File: src/rtl/fifo_pkg.sv
// Shared FIFO definitions: read-side FSM encoding and default geometry.
// Imported by both the write side and the read side of the FIFO.
package fifo_pkg;

  localparam int FIFO_ADDR_W = 2;
  localparam int FIFO_DATA_W = 8;

  typedef enum logic [1:0] {
    ST_IDLE    = 2'd0,
    ST_WAIT    = 2'd1,
    ST_PRESENT = 2'd2
  } rd_state_e;

endpackage

File: src/rtl/fifo_ptr_cnt.sv
// Binary FIFO pointer with one extra wrap bit and increment enable.
// Shared by the write-side and read-side controllers.
module fifo_ptr_cnt #(
  parameter int W = 3
) (
  input  logic         clk,
  input  logic         rst_n,
  input  logic         inc_i,
  output logic [W-1:0] ptr_o
);

  logic [W-1:0] ptr_q;
  logic [W-1:0] ptr_d;

  assign ptr_d = inc_i ? ptr_q + W'(1) : ptr_q;

  always_ff @(posedge clk or negedge rst_n) begin
    if (!rst_n) ptr_q <= '0;
    else        ptr_q <= ptr_d;
  end

  assign ptr_o = ptr_q;

endmodule

File: src/rtl/fifo_read_ctrl.sv
// FIFO read-side controller: read pointer, RAM read port, registered output.
// Define FIFO_RD_LEVEL_EN to add the registered occupancy output 'level'.
module fifo_read_ctrl
  import fifo_pkg::*;
#(
  parameter int ADDR_W = FIFO_ADDR_W,
  parameter int DATA_W = FIFO_DATA_W
) (
  input  logic              clk,
  input  logic              reset,
  input  logic [ADDR_W:0]   wr_ptr,
  output logic [ADDR_W:0]   rd_ptr,
  output logic              mem_ren,
  output logic [ADDR_W-1:0] mem_raddr,
  input  logic [DATA_W-1:0] mem_rdata,
  output logic [DATA_W-1:0] dout,
  output logic              dout_valid,
  input  logic              dout_ready,
  output logic              empty
`ifdef FIFO_RD_LEVEL_EN
  ,
  output logic [ADDR_W:0]   level
`endif
);

  rd_state_e         state_q;
  logic [DATA_W-1:0] dout_q;
  logic              valid_q;
  logic              mem_empty;
  logic              is_idle;
  logic              is_wait;
  logic              is_pres;
  logic              rd_inc;

  assign mem_empty = (rd_ptr == wr_ptr);
  assign is_idle   = (state_q == ST_IDLE);
  assign is_wait   = (state_q == ST_WAIT);
  assign is_pres   = (state_q == ST_PRESENT);

  // A read is issued from IDLE, or back-to-back on a PRESENT handshake.
  assign rd_inc = !mem_empty &&
                  (is_idle || (is_pres && dout_ready));

  fifo_ptr_cnt #(
    .W (ADDR_W + 1)
  ) u_rd_ptr (
    .clk   (clk),
    .rst_n (reset),
    .inc_i (rd_inc),
    .ptr_o (rd_ptr)
  );

  always_ff @(posedge clk or negedge reset) begin
    if (!reset) begin
      state_q <= ST_IDLE;
      dout_q  <= '0;
      valid_q <= 1'b0;
    end else begin
      unique case (1'b1)
        is_idle: begin
          if (!mem_empty) state_q <= ST_WAIT;
        end
        is_wait: begin
          dout_q  <= mem_rdata;
          valid_q <= 1'b1;
          state_q <= ST_PRESENT;
        end
        is_pres: begin
          if (dout_ready) begin
            valid_q <= 1'b0;
            state_q <= mem_empty ? ST_IDLE : ST_WAIT;
          end
        end
        default: begin
          valid_q <= 1'b0;
          state_q <= ST_IDLE;
        end
      endcase
    end
  end

  assign mem_ren    = rd_inc;
  assign mem_raddr  = rd_ptr[ADDR_W-1:0];
  assign dout       = dout_q;
  assign dout_valid = valid_q;
  assign empty      = mem_empty && is_idle;

`ifdef FIFO_RD_LEVEL_EN
  logic [ADDR_W:0] level_q;
  logic [ADDR_W:0] level_d;

  // A word in flight or held on dout still counts as stored.
  assign level_d = (wr_ptr - rd_ptr) +
                   {{ADDR_W{1'b0}}, !is_idle};

  always_ff @(posedge clk or negedge reset) begin
    if (!reset) level_q <= '0;
    else        level_q <= level_d;
  end

  assign level = level_q;
`endif

endmodule
File: config.mk
export PLATFORM = sky130hd
export DESIGN_NAME = fifo_read_ctrl
export DESIGN_NICKNAME = d
export VERILOG_FILES = /design/src/rtl/fifo_pkg.sv /design/src/rtl/fifo_ptr_cnt.sv /design/src/rtl/fifo_read_ctrl.sv
export SDC_FILE = /design/constraint.sdc
export NUM_CORES = 1
export LEC_CHECK = 0
export BUFFER_PORTS_ARGS = -buffer_cell sky130_fd_sc_hd__buf_2
export CORE_MARGIN = 2
export CORE_UTILIZATION = 48
export CTS_BUF_LIST = sky130_fd_sc_hd__clkbuf_8 sky130_fd_sc_hd__clkbuf_16
export DETAILED_ROUTE_END_ITERATION = 10
export PLACE_DENSITY = 0.81
export RECOVER_POWER = 100
export SETUP_SLACK_MARGIN = 0.1
export SYNTH_ARGS = -nofsm -noshare
export SYNTH_HDL_FRONTEND = slang
export SYNTH_SLANG_ARGS = --single-unit
File: constraint.sdc
create_clock -name clk -period 3.05 [get_ports clk]
set_input_delay 0.7625 -clock clk [delete_from_list [all_inputs] [get_ports clk]]
set_output_delay 0.7625 -clock clk [all_outputs]
set_load 0.05 [all_outputs]
Yosys cells after proc, flatten, opt, wreduce, memory -nomap -nowiden
Index checks and enable logic that the tools add are counted.
{ "word_totals": {"elab_cells": 25, "out_inout_bits": 16, "register_bits": 14} }
{ "classes": {"mux": 6, "n_eq_ne": 5, "bitwise_logic": 1, "n_addsub": 1, "n_reduce_logical": 8} }
{ "op_table": {"columns": ["cell", "count"], "rows": [
  ["$pmux W2 S3", 1],
  ["$mux W2", 2],
  ["$ne A2 B2 Y1 const B", 2],
  ["$reduce_and A2 Y1", 2],
  ["$add A3 B1 Y3 const B", 1],
  ["$eq A3 B3 Y1", 1],
  ["$logic_and A1 B1 Y1", 3],
  ["$pmux W1 S3", 1],
  ["$eq A2 B1 Y1 const B", 1],
  ["$eq A2 B2 Y1 const B", 1],
  ["$logic_not A2 Y1", 1],
  ["$mux W1", 2],
  ["$logic_not A1 Y1", 1],
  ["$logic_or A1 B1 Y1", 1],
  ["$not A1 Y1", 1]
]} }

Logic depth before layout (Yosys ltp)
Gate-level depths: netlist of the first run.
{ "logic_depth": {"depth_word": 4, "mapped_depth": 4} }

Hierarchy
A second synthesis of the first run with hierarchy kept.
{ "unflattened": {"cells_unflattened": 43, "hier_area_um2": 655.6} }
{ "modules_own_cells": {"columns": ["module", "cells_each", "area_per_inst_um2", "n_inst"], "rows": [
  ["fifo_read_ctrl", 35, 531.8, 1],
  ["fifo_ptr_cnt", 8, 123.9, 1]
]} }

Worst setup path after synthesis of the first run
Ideal clock, no wire load.
{ "synth_path": {"path_type": "input -> output", "from": "in wr_ptr[1]", "to": "out empty", "arrival_ps": 2432, "stages": 3, "slack_ps": -145, "path_cell_list": "xnor2_1 > and3_1 > nor3b_1"} }
{ "synth_between": {"elab_chain_len": 2} }
{ "synth_rtl": {"columns": ["element", "line", "source"], "rows": [
  ["from (decl)", "fifo_read_ctrl.sv:11", "input logic [ADDR_W:0] wr_ptr,"],
  ["$eq A3 B3 Y1", "fifo_read_ctrl.sv:35", "assign mem_empty = (rd_ptr == wr_ptr);"],
  ["$logic_and A1 B1 Y1", "fifo_read_ctrl.sv:86", "assign empty = mem_empty && is_idle;"],
  ["to (decl)", "fifo_read_ctrl.sv:19", "output logic empty"]
]} }
Every way passes these cells.

Worst setup path in the final report of the first run
{ "layout_path": {"from": "in wr_ptr[0]", "to": "out mem_ren"} }
{ "layout_between": {"elab_chain_len": 3} }
{ "layout_rtl": {"columns": ["element", "line", "source"], "rows": [
  ["$eq A3 B3 Y1", "fifo_read_ctrl.sv:35", null],
  ["$logic_not A1 Y1", null, null],
  ["$logic_and A1 B1 Y1", "fifo_read_ctrl.sv:41", "assign rd_inc = !mem_empty &&"],
  ["to (decl)", "fifo_read_ctrl.sv:13", "output logic mem_ren,"]
]} }
Every way passes these cells.

==> run_results.csv, run 1 <==
group,metric,value,unit
drt,ant_nets,0,
setup_path,max_stage_delay,0.51,ns
finish,multiInputGateArea,287,sq um
synthesis,synth_fp_nets,67,
sta,rsz0062_at_grt,"false",
placed_design,dp_hpwl,952,um
finish,postLayoutCellArea,830,sq um
global_routing,grt_pass1_wl,1.86,mm
sta,fin_crit_sh,90.1,%
synthesis,ys_warn_count,0,
clock_tree,insertion_delay,0.24,ns
clock_tree,tritoncts,"yes",
clock_tree,cts-htree-levels,1,
synthesis,avgSynthCellArea,12.9,sq um
drt,avgViaCountPerCell,5.48,
synthesis,synthArstFlopShare,100,%
worst_hold_path,hp-start,"dout_valid$_DFFE_PN0P_",
sta,setup_viol,0,
outcome,status,"completed",
worst_hold_path,hold_path_class,"reg2reg",
clock_tree,clk_pin_slew_worst_paths,0.05,ns
synthesis,ys_seq_elements,14,
drt,routed_wl,1.29,mm
die,start_util,51.4,%
sta,fin_crit,2.75,ns
finish,n_antenna_cell,0,
drt,drc_errors,0,
synthesis,yosysMostFrequentCell,"dfrtp_1",
setup_path,crit_fanout,4,
drt,wl_per_cell,13.5,um
synthesis,synthAdderAreaFrac,1.87,%
finish,fillerInstances,112,
die,coreArea,0.00130,sq mm
die,die_h,41.3,um
finish,nets,97,
setup_path,cp_cell_sequence,"buf_2 -> xnor2_1 -> a311oi_1 -> clkbuf_1",
synthesis,synth-edff-count,0,
clock_tree,post-cts-setup-buffers,0,
placed_design,routabilityCongestion,0.725,
setup_path,r2r_cells,2,
synthesis,synth-xor-area-share,5.05,%
die,die_area,0.00171,sq mm
finish,drive_gt1_share,23.8,%
global_routing,grt_pass1_vias,429,
sta,maxSlewViolCount,0,
setup_path,worst-setup-path-type,"in2out",
run,drv_cap,0,
clock_tree,cts_hold_buf,0,
sta,tightest_slew,0.756,ns
finish,area_growth,23.9,%
setup_path,arrival,1.98,ns
placed_design,port_buffers,29,
worst_hold_path,hold_end,"dout_valid$_DFFE_PN0P_",
clock_tree,root_buffer,"clkbuf_8",
synthesis,synth.distinct_cells,27,
drt,first_iter_violations,4,
global_routing,track_usage,18.2,%
clock_tree,cts_sinks,14,
drt,vias,521,
synthesis,synth-simple-area-share,8.22,%
global_routing,grt_overflow,0,
die,rows,13,
finish,layout.cells.non_filler,95,
global_routing,grt_start_max_net_pins,15,
synthesis,synth_compound_area_share,12.7,%
drt,dr.pass1.iters,4,
placed_design,dp.cells,92,
setup_path,crit_path_start,"wr_ptr[0]",
setup_path,worst_setup_path_start_kind,"primary input",
global_routing,antenna_found_initial,0,
sta,slew_headroom,49.5,%
setup_path,slowest_stage,"clkbuf_1",
sta,tns,0,ns
sta,fmax,0.364,GHz
synthesis,yosysTopAreaCellShare,52.3,%
synthesis,ys_top_cells_by_count,"dfrtp_1 (14), mux2_1 (9)",
synthesis,netlist_instances,52,
synthesis,synth_top_cell_by_area,"dfrtp_1",
placed_design,placed_area,815,sq um
clock_tree,clock_path_buffers,2,
synthesis,synth_area_leaders,"dfrtp_1 (52%), mux2_1 (15%), xnor2_1 (2.6%)",
setup_path,rrSetupSlack,1.32,ns
synthesis,synth_top_family_by_area,"multiplexers",
worst_hold_path,holdPathStages,1,
die,ios,30,
finish,seqCellArea,350,sq um
synthesis,synthMuxAreaShare,15.1,%
synthesis,synth.cell_area,669,sq um
clock_tree,cts_resized,0,
finish,utilization,63.7,%
setup_path,worstReg2RegStart,"state_q[0]$_DFFE_PN0P_",
setup_path,r2r-end,"dout[2]$_DFFE_PN0P_",
sta,finalHoldViolCount,0,
setup_path,worstPathRequired,2.29,ns
die,die-width,41.3,um
setup_path,cp-end-kind,"output pin",
synthesis,yosysSeqAreaShare,52.3,%
sta,fin_skew,0.00497,ns
synthesis,synth_flop_cell,"dfrtp_1",
clock_tree,numCtsBuffers,3,
## placed cells by master, fill, tap and decap left out
cell type / n
clkbuf_1: 16
dfrtp_1: 14
buf_2: 13
mux2_1: 9
clkbuf_8: 3
xnor2_1: 2
a311oi_1: 2
o21ai_0: 2
nand2_1: 2
inv_1: 2
xnor2_2: 1
and2b_4: 1
and3_1: 1
nor3b_2: 1
nor2_1: 1
nor2b_1: 1
a21o_1: 1
o21a_1: 1
or4_1: 1
o31ai_1: 1
o221ai_1: 1
or2_1: 1
a2111o_1: 1
o311ai_0: 1
ha_1: 1
## worst max-delay path: cells and delay by family
family	cells	cell delay [ns]
buf+inv	2	0.62
compound gates	1	0.42
xor+xnor	1	0.17
## kinds of logic (layout without fill, tap and decap cells)
group	after synthesis	in the layout
XOR/XNOR	3	3
buffers and inverters	6	34
flip-flops	14	14
AO/OA/AOI/OAI	10	10
multiplexers	9	9
adder cells (fa/ha/maj)	1	1
AND/OR/NAND/NOR	9	9
## cell type report
| cell class | count | share of cell area, % |
|---|---|---|
| Timing Repair Buffer | 29 | 15.1 |
| Tap cell | 15 | 2.26 |
| Sequential cell | 14 | 42.2 |
| Inverter | 2 | 0.905 |
| Multi-Input combinational cell | 32 | 34.5 |
| Clock buffer | 3 | 4.98 |
## worst max-delay path by stage
stage / end / cells after the start
global route: mem_ren / 4
finish: mem_ren / 4
global placement: empty / 5
detailed placement: empty / 5
floorplan: empty / 3
CTS: empty / 5
## flip-flops by register name (all words and copies together), names as in the netlist
signal / cells
state_q: 2
dout_valid: 1
u_rd_ptr.ptr_o: 3
dout: 8
## metal layers
metal	global-route usage [%]	vias to the layer above	wire length, um
li1	-	244	-
met4	7.26	0	19
met2	28.9	13	646
met3	9.57	4	81
met5	0	-	0
met1	20.4	260	538
## through the flow
step           hold slack (ns)  setup slack (ns)
3_5_place_dp             0.466             0.430
2_1_floorplan            0.467             0.354
4_1_cts                  0.413             0.419
5_1_grt                  0.501             0.163
6_report                 0.476             0.303
3_3_place_gp             0.461             0.435
Power of run 1 is left out: the tool's default activity adds up to more than one toggle a clock period on the data nets, which glitch-free logic cannot reach.
==> inputs of run 2 (changes only) <==
clock period = 3.57 ns   (was 3.05 ns; I/O delays follow)
==> run 2 against run 1 <==
  * Critical path depth up 1
  * Flip-flop and latch count did not move
  * Clock-buffer cell count unchanged
  * Worst hold slack worse by 0.0042 ns
  * Critical endpoint is now empty
  * Final area decreased by 1.1%
  * Clock skew about the same
  * Final cell count stayed put
  * Via count is 4.2% lower
  * Wire length fell by 5.8%
  * Worst setup slack improved by 0.16 ns
==> run_results.csv, run 2 (synthesized netlist as in run 1, its figures left out) <==
group,metric,value,unit
sta,fin_skew,0.00460,ns
sta,finalHoldViolCount,0,
clock_tree,insertion_delay,0.25,ns
placed_design,port_buffers,29,
die,ios,30,
clock_tree,cts-htree-levels,1,
global_routing,use_met2,29.3,%
sta,tightest_slew,0.753,ns
clock_tree,tritoncts,"yes",
placed_design,routabilityCongestion,0.860,
drt,dr.pass1.iters,2,
global_routing,grt_pass1_vias,415,
drt,drc_errors,0,
outcome,status,"completed",
clock_tree,numCtsBuffers,3,
worst_hold_path,hp-start,"dout_valid$_DFFE_PN0P_",
run,drv_cap,0,
global_routing,busiest_layer,"met2",
die,start_util,51.4,%
finish,area_growth,22.6,%
global_routing,met3_usage,7.98,%
die,coreArea,0.00130,sq mm
die,die_area,0.00171,sq mm
setup_path,r2r_cells,2,
setup_path,r2r-end,"dout[6]$_DFFE_PN0P_",
sta,fin_crit,3.11,ns
setup_path,cp-end-kind,"output pin",
sta,maxSlewViolCount,0,
worst_hold_path,holdPathStages,1,
die,die-width,41.3,um
setup_path,rrSetupSlack,1.86,ns
placed_design,dp_hpwl,978,um
global_routing,antenna_found_initial,0,
sta,rsz0062_at_grt,"false",
clock_tree,cts_hold_buf,0,
setup_path,arrival,2.22,ns
clock_tree,clock_path_buffers,2,
setup_path,worstReg2RegStart,"state_q[0]$_DFFE_PN0P_",
sta,holdWs,0.471,ns
die,die_h,41.3,um
finish,layout.cells.non_filler,95,
drt,wl_per_cell,12.8,um
sta,fin_crit_sh,87.1,%
sta,slew_headroom,49.7,%
drt,first_iter_violations,3,
worst_hold_path,hold_path_class,"reg2reg",
finish,n_antenna_cell,0,
finish,nets,97,
clock_tree,post-cts-setup-buffers,0,
global_routing,grt_start_max_net_pins,15,
setup_path,worst_setup_path_start_kind,"primary input",
global_routing,grt_pass1_wl,1.81,mm
drt,ant_nets,0,
finish,largest_reg_flops,8,
global_routing,gr-usage-met1,18.9,%
sta,tns,0,ns
sta,fmax,0.322,GHz
setup_path,crit_fanout,5,
die,rows,13,
finish,utilization,63.1,%
placed_design,dp.cells,92,
setup_path,worstPathRequired,2.68,ns
sta,setup_viol,0,
setup_path,worst-setup-path-type,"in2out",
finish,final_common_cell,"clkbuf_1",
drt,vias,499,
drt,avgViaCountPerCell,5.25,
drt,routed_wl,1.21,mm
global_routing,track_usage,17.8,%
finish,final_cell_mix,"clkbuf_1 (17), dfrtp_1 (14), buf_2 (12)",
worst_hold_path,hold_end,"dout_valid$_DFFE_PN0P_",
clock_tree,cts_sinks,14,
finish,drive_gt1_share,20.0,%
global_routing,grt_overflow,0,
clock_tree,clk_pin_slew_worst_paths,0.05,ns
clock_tree,cts_resized,0,
clock_tree,root_buffer,"clkbuf_8",
==> run 2: cell type report <==
cell class / instances / area (sq um)
fillers: 118 / 480
clock buffers: 3 / 41.3
flip-flops and latches: 14 / 350
well taps: 15 / 18.8
inverters: 2 / 7.51
repair buffers: 29 / 124
multi-input cells: 32 / 279
==> run 2: layer usage <==
metal | share of wire (%) | vias to the layer above
li1 | - | 244
met1 | 41 | 237
met2 | 51 | 14
met3 | 6.1 | 4
met4 | 1.9 | 0
met5 | 0 | -
==> run 2: worst max-delay path by stage <==
stage,from,to,slack [ns],depth (start not counted)
floorplan,wr_ptr[1],empty,0.12,3
global placement,wr_ptr[1],empty,0.69,5
detailed placement,wr_ptr[1],empty,0.64,5
CTS,wr_ptr[1],empty,0.64,5
global route,wr_ptr[1],empty,0.38,5
finish,wr_ptr[1],empty,0.46,5
==> run 2: worst max-delay path, stage by stage <==
cell	delay (ns)
buf_2	0.10
xnor2_1	0.30
and3_1	0.23
nor3b_1	0.20
clkbuf_1	0.49
==> run 2: per-stage QoR <==
step	setup slack, ns	area [sq um]
after global placement	0.691	810
after global routing	0.378	821
after detailed placement	0.642	810
after floorplan	0.115	669
after CTS	0.636	851
final	0.462	821
Power of run 2 is left out for the same reason.
